`config.mk`:
```
export PLATFORM = sky130hd
export DESIGN_NAME = morse_pattern_receiver_flat
export DESIGN_NICKNAME = d
export VERILOG_FILES = /design/src/rtl/morse_pattern_receiver_if.sv /design/src/rtl/morse_pattern_receiver.sv /design/src/flat_wrapper.sv
export SDC_FILE = /design/constraint.sdc
export NUM_CORES = 1
export LEC_CHECK = 0
export ABC_AREA = 0
export BUFFER_PORTS_ARGS = -buffer_cell sky130_fd_sc_hd__buf_4
export CORE_UTILIZATION = 64
export CTS_BUF_LIST = sky130_fd_sc_hd__clkbuf_4
export DETAILED_ROUTE_END_ITERATION = 8
export GPL_TIMING_DRIVEN = 0
export MAX_ROUTING_LAYER = met4
export PLACE_DENSITY = 0.86
export SYNTH_ARGS = -nofsm -noshare
export SYNTH_HDL_FRONTEND = slang
export SYNTH_SLANG_ARGS = --single-unit
```
`constraint.sdc`:
```
create_clock -name CLK -period 2.85 [get_ports CLK]
set_input_delay 0.57 -clock CLK [delete_from_list [all_inputs] [get_ports CLK]]
set_output_delay 0.57 -clock CLK [all_outputs]
set_load 0.02 [all_outputs]
```
`src/rtl/morse_pattern_receiver_if.sv`:
```
// Signal bundle between a keyed-input source and the Morse receiver.
// SYM_VALID, ERROR and WORD_GAP are single-cycle strobes with no back-pressure; SYM_BITS/SYM_LEN stay valid until the next SYM_VALID.
interface morse_pattern_receiver_if #(
  parameter int MAX_ELEMS = 6
);
  localparam int LEN_W = $clog2(MAX_ELEMS + 1);

  logic                 SIG;
  logic                 SYM_VALID;
  logic [MAX_ELEMS-1:0] SYM_BITS;
  logic [LEN_W-1:0]     SYM_LEN;
  logic                 WORD_GAP;
  logic                 ERROR;
  logic                 ACTIVE;
  logic [1:0]           dbg_state;

  modport master (
    output SIG,
    input  SYM_VALID, SYM_BITS, SYM_LEN, WORD_GAP, ERROR, ACTIVE, dbg_state
  );

  modport slave (
    input  SIG,
    output SYM_VALID, SYM_BITS, SYM_LEN, WORD_GAP, ERROR, ACTIVE, dbg_state
  );
endinterface

```
`src/rtl/morse_pattern_receiver.sv`:
```
// Morse receiver: synchronises an on/off keyed line, classifies marks into dots/dashes
// by unit length, and emits one symbol per character plus word-gap strobes.
module morse_pattern_receiver #(
  parameter int TICK_RATE      = 5_000_000,
  parameter int MAX_ELEMS      = 6,
  parameter int CHAR_GAP_UNITS = 2,
  parameter int WORD_GAP_UNITS = 5
) (
  input logic                     CLK,
  input logic                     RESETN,
  morse_pattern_receiver_if.slave bus
);
  localparam int LEN_W = $clog2(MAX_ELEMS + 1);
  localparam int ECW   = $clog2(MAX_ELEMS + 2);

  localparam logic [31:0]    CHAR_TH  = 32'(CHAR_GAP_UNITS * TICK_RATE);
  localparam logic [31:0]    WORD_TH  = 32'(WORD_GAP_UNITS * TICK_RATE);
  localparam logic [32:0]    DOT_MIN  = 33'(TICK_RATE - TICK_RATE / 2);
  localparam logic [32:0]    DASH_MIN = 33'(3 * TICK_RATE - TICK_RATE / 2);
  localparam logic [ECW-1:0] MAX_CNT  = ECW'(MAX_ELEMS);

  typedef enum logic [1:0] {IDLE, MARK, SPACE, GAP_WAIT} state_t;

  state_t               state, state_next;
  logic                 sig_m, sig_s, sig_d;
  logic [31:0]          cnt;
  logic [ECW-1:0]       elem_cnt;
  logic [MAX_ELEMS-1:0] shreg;
  logic                 sym_valid, err, word_gap;
  logic [MAX_ELEMS-1:0] sym_bits;
  logic [LEN_W-1:0]     sym_len;
  logic                 rise, fall, glitch, dash;
  logic [32:0]          mark_len;
  logic                 active, do_emit, do_word, do_append;

  assign rise     = sig_s & ~sig_d;
  assign fall     = ~sig_s & sig_d;
  // cnt restarts the cycle after an edge is seen, so the closing edge sees length-1
  assign mark_len = {1'b0, cnt} + 33'd1;
  assign glitch   = mark_len < DOT_MIN;
  assign dash     = mark_len >= DASH_MIN;

  always_ff @(posedge CLK) begin
    if (!RESETN) state <= IDLE;
    else         state <= state_next;
  end

  always_comb begin
    state_next = state;
    case (state)
      IDLE:     if (rise) state_next = MARK;
      MARK:     if (fall) state_next = (glitch && elem_cnt == '0) ? IDLE : SPACE;
      SPACE: begin
        if (cnt == CHAR_TH) state_next = rise ? MARK : GAP_WAIT;
        else if (rise)      state_next = MARK;
      end
      GAP_WAIT: begin
        if (cnt == WORD_TH) state_next = rise ? MARK : IDLE;
        else if (rise)      state_next = MARK;
      end
      default:  state_next = IDLE;
    endcase
  end

  always_comb begin
    active    = 1'b0;
    do_emit   = 1'b0;
    do_word   = 1'b0;
    do_append = 1'b0;
    case (state)
      MARK: begin
        active    = 1'b1;
        do_append = fall && !glitch;
      end
      SPACE: begin
        active  = 1'b1;
        do_emit = (cnt == CHAR_TH);
      end
      GAP_WAIT: do_word = (cnt == WORD_TH);
      default: ;
    endcase
  end

  always_ff @(posedge CLK) begin
    if (!RESETN) begin
      sig_m     <= 1'b0;
      sig_s     <= 1'b0;
      sig_d     <= 1'b0;
      cnt       <= '0;
      elem_cnt  <= '0;
      shreg     <= '0;
      sym_valid <= 1'b0;
      err       <= 1'b0;
      word_gap  <= 1'b0;
      sym_bits  <= '0;
      sym_len   <= '0;
    end else begin
      sig_m     <= bus.SIG;
      sig_s     <= sig_m;
      sig_d     <= sig_s;
      if (rise || fall)   cnt <= '0;
      else if (cnt != '1) cnt <= cnt + 32'd1;
      sym_valid <= 1'b0;
      err       <= 1'b0;
      word_gap  <= do_word;
      if (do_emit) begin
        elem_cnt <= '0;
        shreg    <= '0;
        if (elem_cnt <= MAX_CNT) begin
          sym_bits  <= shreg;
          sym_len   <= LEN_W'(elem_cnt);
          sym_valid <= 1'b1;
        end else begin
          err <= 1'b1;
        end
      end else if (do_append) begin
        // a count of MAX_ELEMS+1 marks the symbol as overflowed
        if (elem_cnt < MAX_CNT)  shreg[elem_cnt] <= dash;
        if (elem_cnt <= MAX_CNT) elem_cnt <= elem_cnt + ECW'(1);
      end
    end
  end

  assign bus.SYM_VALID = sym_valid;
  assign bus.SYM_BITS  = sym_bits;
  assign bus.SYM_LEN   = sym_len;
  assign bus.WORD_GAP  = word_gap;
  assign bus.ERROR     = err;
  assign bus.ACTIVE    = active;
  assign bus.dbg_state = state;
endmodule

```
`src/flat_wrapper.sv`:
```
// flat-port wrapper written by rule: the top's interface ports become plain ports
module morse_pattern_receiver_flat 
#(
  parameter int TICK_RATE      = 5_000_000,
  parameter int MAX_ELEMS      = 6,
  parameter int CHAR_GAP_UNITS = 2,
  parameter int WORD_GAP_UNITS = 5
)
  (CLK, RESETN, bus_SIG, bus_SYM_VALID, bus_SYM_BITS, bus_SYM_LEN, bus_WORD_GAP, bus_ERROR, bus_ACTIVE, bus_dbg_state);
  morse_pattern_receiver_if #(.MAX_ELEMS(MAX_ELEMS)) bus_i ();
  input logic CLK;
  input logic RESETN;
  input wire logic [$bits(bus_i.SIG)-1:0] bus_SIG;
  output wire logic [$bits(bus_i.SYM_VALID)-1:0] bus_SYM_VALID;
  output wire logic [$bits(bus_i.SYM_BITS)-1:0] bus_SYM_BITS;
  output wire logic [$bits(bus_i.SYM_LEN)-1:0] bus_SYM_LEN;
  output wire logic [$bits(bus_i.WORD_GAP)-1:0] bus_WORD_GAP;
  output wire logic [$bits(bus_i.ERROR)-1:0] bus_ERROR;
  output wire logic [$bits(bus_i.ACTIVE)-1:0] bus_ACTIVE;
  output wire logic [$bits(bus_i.dbg_state)-1:0] bus_dbg_state;
  assign bus_i.SIG = bus_SIG;
  assign bus_SYM_VALID = bus_i.SYM_VALID;
  assign bus_SYM_BITS = bus_i.SYM_BITS;
  assign bus_SYM_LEN = bus_i.SYM_LEN;
  assign bus_WORD_GAP = bus_i.WORD_GAP;
  assign bus_ERROR = bus_i.ERROR;
  assign bus_ACTIVE = bus_i.ACTIVE;
  assign bus_dbg_state = bus_i.dbg_state;
  morse_pattern_receiver #(.TICK_RATE(TICK_RATE), .MAX_ELEMS(MAX_ELEMS), .CHAR_GAP_UNITS(CHAR_GAP_UNITS), .WORD_GAP_UNITS(WORD_GAP_UNITS)) u_core (.CLK(CLK), .RESETN(RESETN), .bus(bus_i));
endmodule
```
==> reports/metrics.yaml <==
status: "finished, final reports clean"
antenna_left: 0
dp.final_hpwl_mm: 6.107
power_switching_mw: 0.4020
syn-num-nets: 438
grt_pass1_vias: 3015
yosysWarningCount: 0
required_ns: 3.17
die_w_um: 76.62
seqPwrFrac: 0.545
yosys.area.top_type: "dfxtp_1"
clk_latency_ns: 0.43
timing.rr.end: "u_core.shreg[0]$_SDFFE_PP0P_"
wl_per_cell_um: 16.69
dr.first_iter.drc_count: 289
port_buffers: 16
fmax_mhz: 357.6
max-vdd-ir-drop_mv: 0.3761
io_pins: 18
drc_errors: 0
worstSetupEndpointType: "register"
utilization: 0.7742
ctsHtreeMaxLevel: 3
synth_area_leaders: "dfxtp_1 33%, nand2_1 4.5%, xnor2_1 4.2%"
synth_edf_count: 0
period_needed_ns: 2.797
rsz0062_at_grt: "yes"
antenna_cells: 0
post-route-period-util: 0.9813
critPathKind: "reg2reg"
clock_sinks: 58
initial_core_util: 0.6804
final_common_cell: "dfxtp_1"
maxCapViolations: 0
rows: 26
fin_cells: 528
cts_tree: "yes"
synth_flop_cell: "dfxtp_1"
drive_above_1_share: 0.1921
power_density_mw_per_mm2: 373.2
arrival_ns: 3.11
synth_area_mm2: 0.003563
finalClockSkew_ns: 0.01164
vias: 3387
dp.cells: 510
switching_share: 0.2657
setup_viol: 0
avgSynthCellArea_um2: 8.404
start_kind: "register"
gr-total-overflow: 0
async_reset_ff_frac: 0
cts_buffers: 9
grt_usage: 0.3163
p_leak_nw: 1.448
synth_cell_types: 67
p_comb_frac: 0.041
critical_path.reg2reg.startpoint: "u_core.cnt[6]$_SDFFE_PP0P_"
synthToLayoutAreaGrowth_pct: 13.80
vias_per_cell: 6.415
firstDrtPassIters: 6
intPower_mw: 1.111
setup-tns-final_ns: 0
yosysTopAreaCellShare: 0.3258
ys_seq_area_frac: 0.3258
hold_class: "in2reg"
coreArea_mm2: 0.005238
place.gp.congestion: 0.9770
cts.clk_slew.worst_paths_ns: 0.11
antenna_found_initial: 0
worstRegToRegCells: 10
dieArea_mm2: 0.005870
maxSlewHeadroom: 0.6437
clock_power_share: 0.414
hold_viol_final: 0
grt_pass1_wl_mm: 14.20
nets: 467
root_buffer: "clkbuf_4"
worstHoldEndpoint: "u_core.sig_m$_SDFF_PN0_"
worst_slew_pin_slew_ns: 0.5276
crit_path_max_fanout: 10
die_h_um: 76.62
layout_common_cells: "56 x dfxtp_1, 42 x nand2_1, 29 x a21oi_1, 24 x nor2_1, 23 x buf_4"
grt_max_degree: 13
wirelength_mm: 8.810
r2r_slack_ns: 0.05
slew_viol_final: 0
clk_path_buf_depth: 2
worstHoldStart: "bus_SIG"
synth_seq_cells: 58
hold_path_depth: 2
postCtsHoldBufs: 0
synthCells: 424
[layer usage]
metal | GRT usage | wire length (µm) | vias up | part of all wire
li1 | - | - | 1595 | -
met1 | 0.3991 | 3838 | 1598 | 0.44
met2 | 0.4865 | 4106 | 167 | 0.47
met3 | 0.05389 | 662 | 27 | 0.075
met4 | 0.1615 | 201 | 0 | 0.023
met5 | - | 0 | - | 0
[power groups by stage]
stage	Combinational, mW	Sequential [mW]	Clock [mW]
finish	0.0625	0.825	0.626
global route	0.0696	0.827	0.674
CTS	0.0611	0.823	0.636
detailed placement	0.0608	0.841	0
global placement	0.0585	0.841	0
floorplan	0.0431	0.841	0
[per-stage QoR]
stage	worst slack (ns)	hold WS [ns]	power, mW	instance area [µm²]
after floorplan	0.3129	0.4119	0.8842	3563
after global placement	-0.07386	0.4235	0.8998	3771
after detailed placement	-0.1607	0.4321	0.9023	3771
after CTS	0.01399	0.3402	1.520	3931
after global routing	-0.04136	0.3577	1.571	4055
final	0.05328	0.3551	1.513	4055
[Yosys cell counts, drive strengths merged (7+ instances only)]
library cell  number
and4               8
nor3               8
clkbuf            18
a21oi             30
dfxtp             58
o21ai             14
nor2b             10
and2              10
nor4              10
xor2              15
inv               11
nor2              25
nand3             19
buf               18
nand4             12
o22ai              7
a211oi            11
mux2i             13
ha                11
xnor2             17
nand2             43
[kinds of logic (layout without fill, tap and decap cells)]
family	count (synthesis)	after routing	share of synthesized area
simple gates	172	172	0.2904
xor+xnor	32	32	0.07865
mux	13	13	0.03652
buf+inv	47	81	0.06109
flops	58	58	0.3258
compound gates	91	91	0.1689
fa+ha+maj	11	11	0.03862
[state kept, by name, summed over array words and instances (netlist names)]
| register | cells |
|---|---|
| u_core.bus.ERROR | 1 |
| u_core.bus.SYM_BITS | 6 |
| u_core.bus.SYM_LEN | 3 |
| u_core.bus.SYM_VALID | 1 |
| u_core.bus.WORD_GAP | 1 |
| u_core.bus.dbg_state | 2 |
| u_core.cnt | 32 |
| u_core.elem_cnt | 3 |
| u_core.shreg | 6 |
| u_core.sig_d | 1 |
| u_core.sig_m | 1 |
| u_core.sig_s | 1 |
[cell type report]
class                   count  area, µm²
plain buffers              35      177.7
clock buffers               9      67.56
clock inverters             7      78.83
fillers                   370       1182
inverters                  11      41.29
multi-input cells         319       2291
flip-flops and latches     58       1169
well taps                  70      87.58
repair buffers             19      142.6
[worst max path at each step]
stage,from,to,slack [ns]
after floorplan,u_core.cnt[0]$_SDFFE_PP0P_,u_core.bus.dbg_state[1]$_SDFFE_PN0P_,0.31
after global placement,u_core.cnt[0]$_SDFFE_PP0P_,u_core.bus.dbg_state[1]$_SDFFE_PN0P_,-0.07
after detailed placement,u_core.cnt[0]$_SDFFE_PP0P_,u_core.bus.dbg_state[1]$_SDFFE_PN0P_,-0.16
after CTS,u_core.cnt[1]$_SDFFE_PP0P_,u_core.bus.dbg_state[1]$_SDFFE_PN0P_,0.01
after global routing,u_core.cnt[6]$_SDFFE_PP0P_,u_core.bus.dbg_state[1]$_SDFFE_PN0P_,-0.04
final,u_core.cnt[6]$_SDFFE_PP0P_,u_core.shreg[0]$_SDFFE_PP0P_,0.05
[worst max-delay path: stages (launching register included)]
cell      delay (ns)
dfxtp_1         0.51
and4_1          0.26
buf_4           0.16
nand3_2         0.10
or3_4           0.38
xor2_1          0.17
a31o_1          0.27
o2111a_1        0.28
buf_6           0.15
a211oi_1        0.28
o22ai_1         0.13
[timing repair]
action,4_1_cts,5_1_grt
setup buffers,0,3
gates resized for setup,4,23
endpoints found under the hold margin,0,0
pin swaps,0,2
setup endpoints to repair,10,10
No activity file was read; power rests on OpenSTA's default activity.
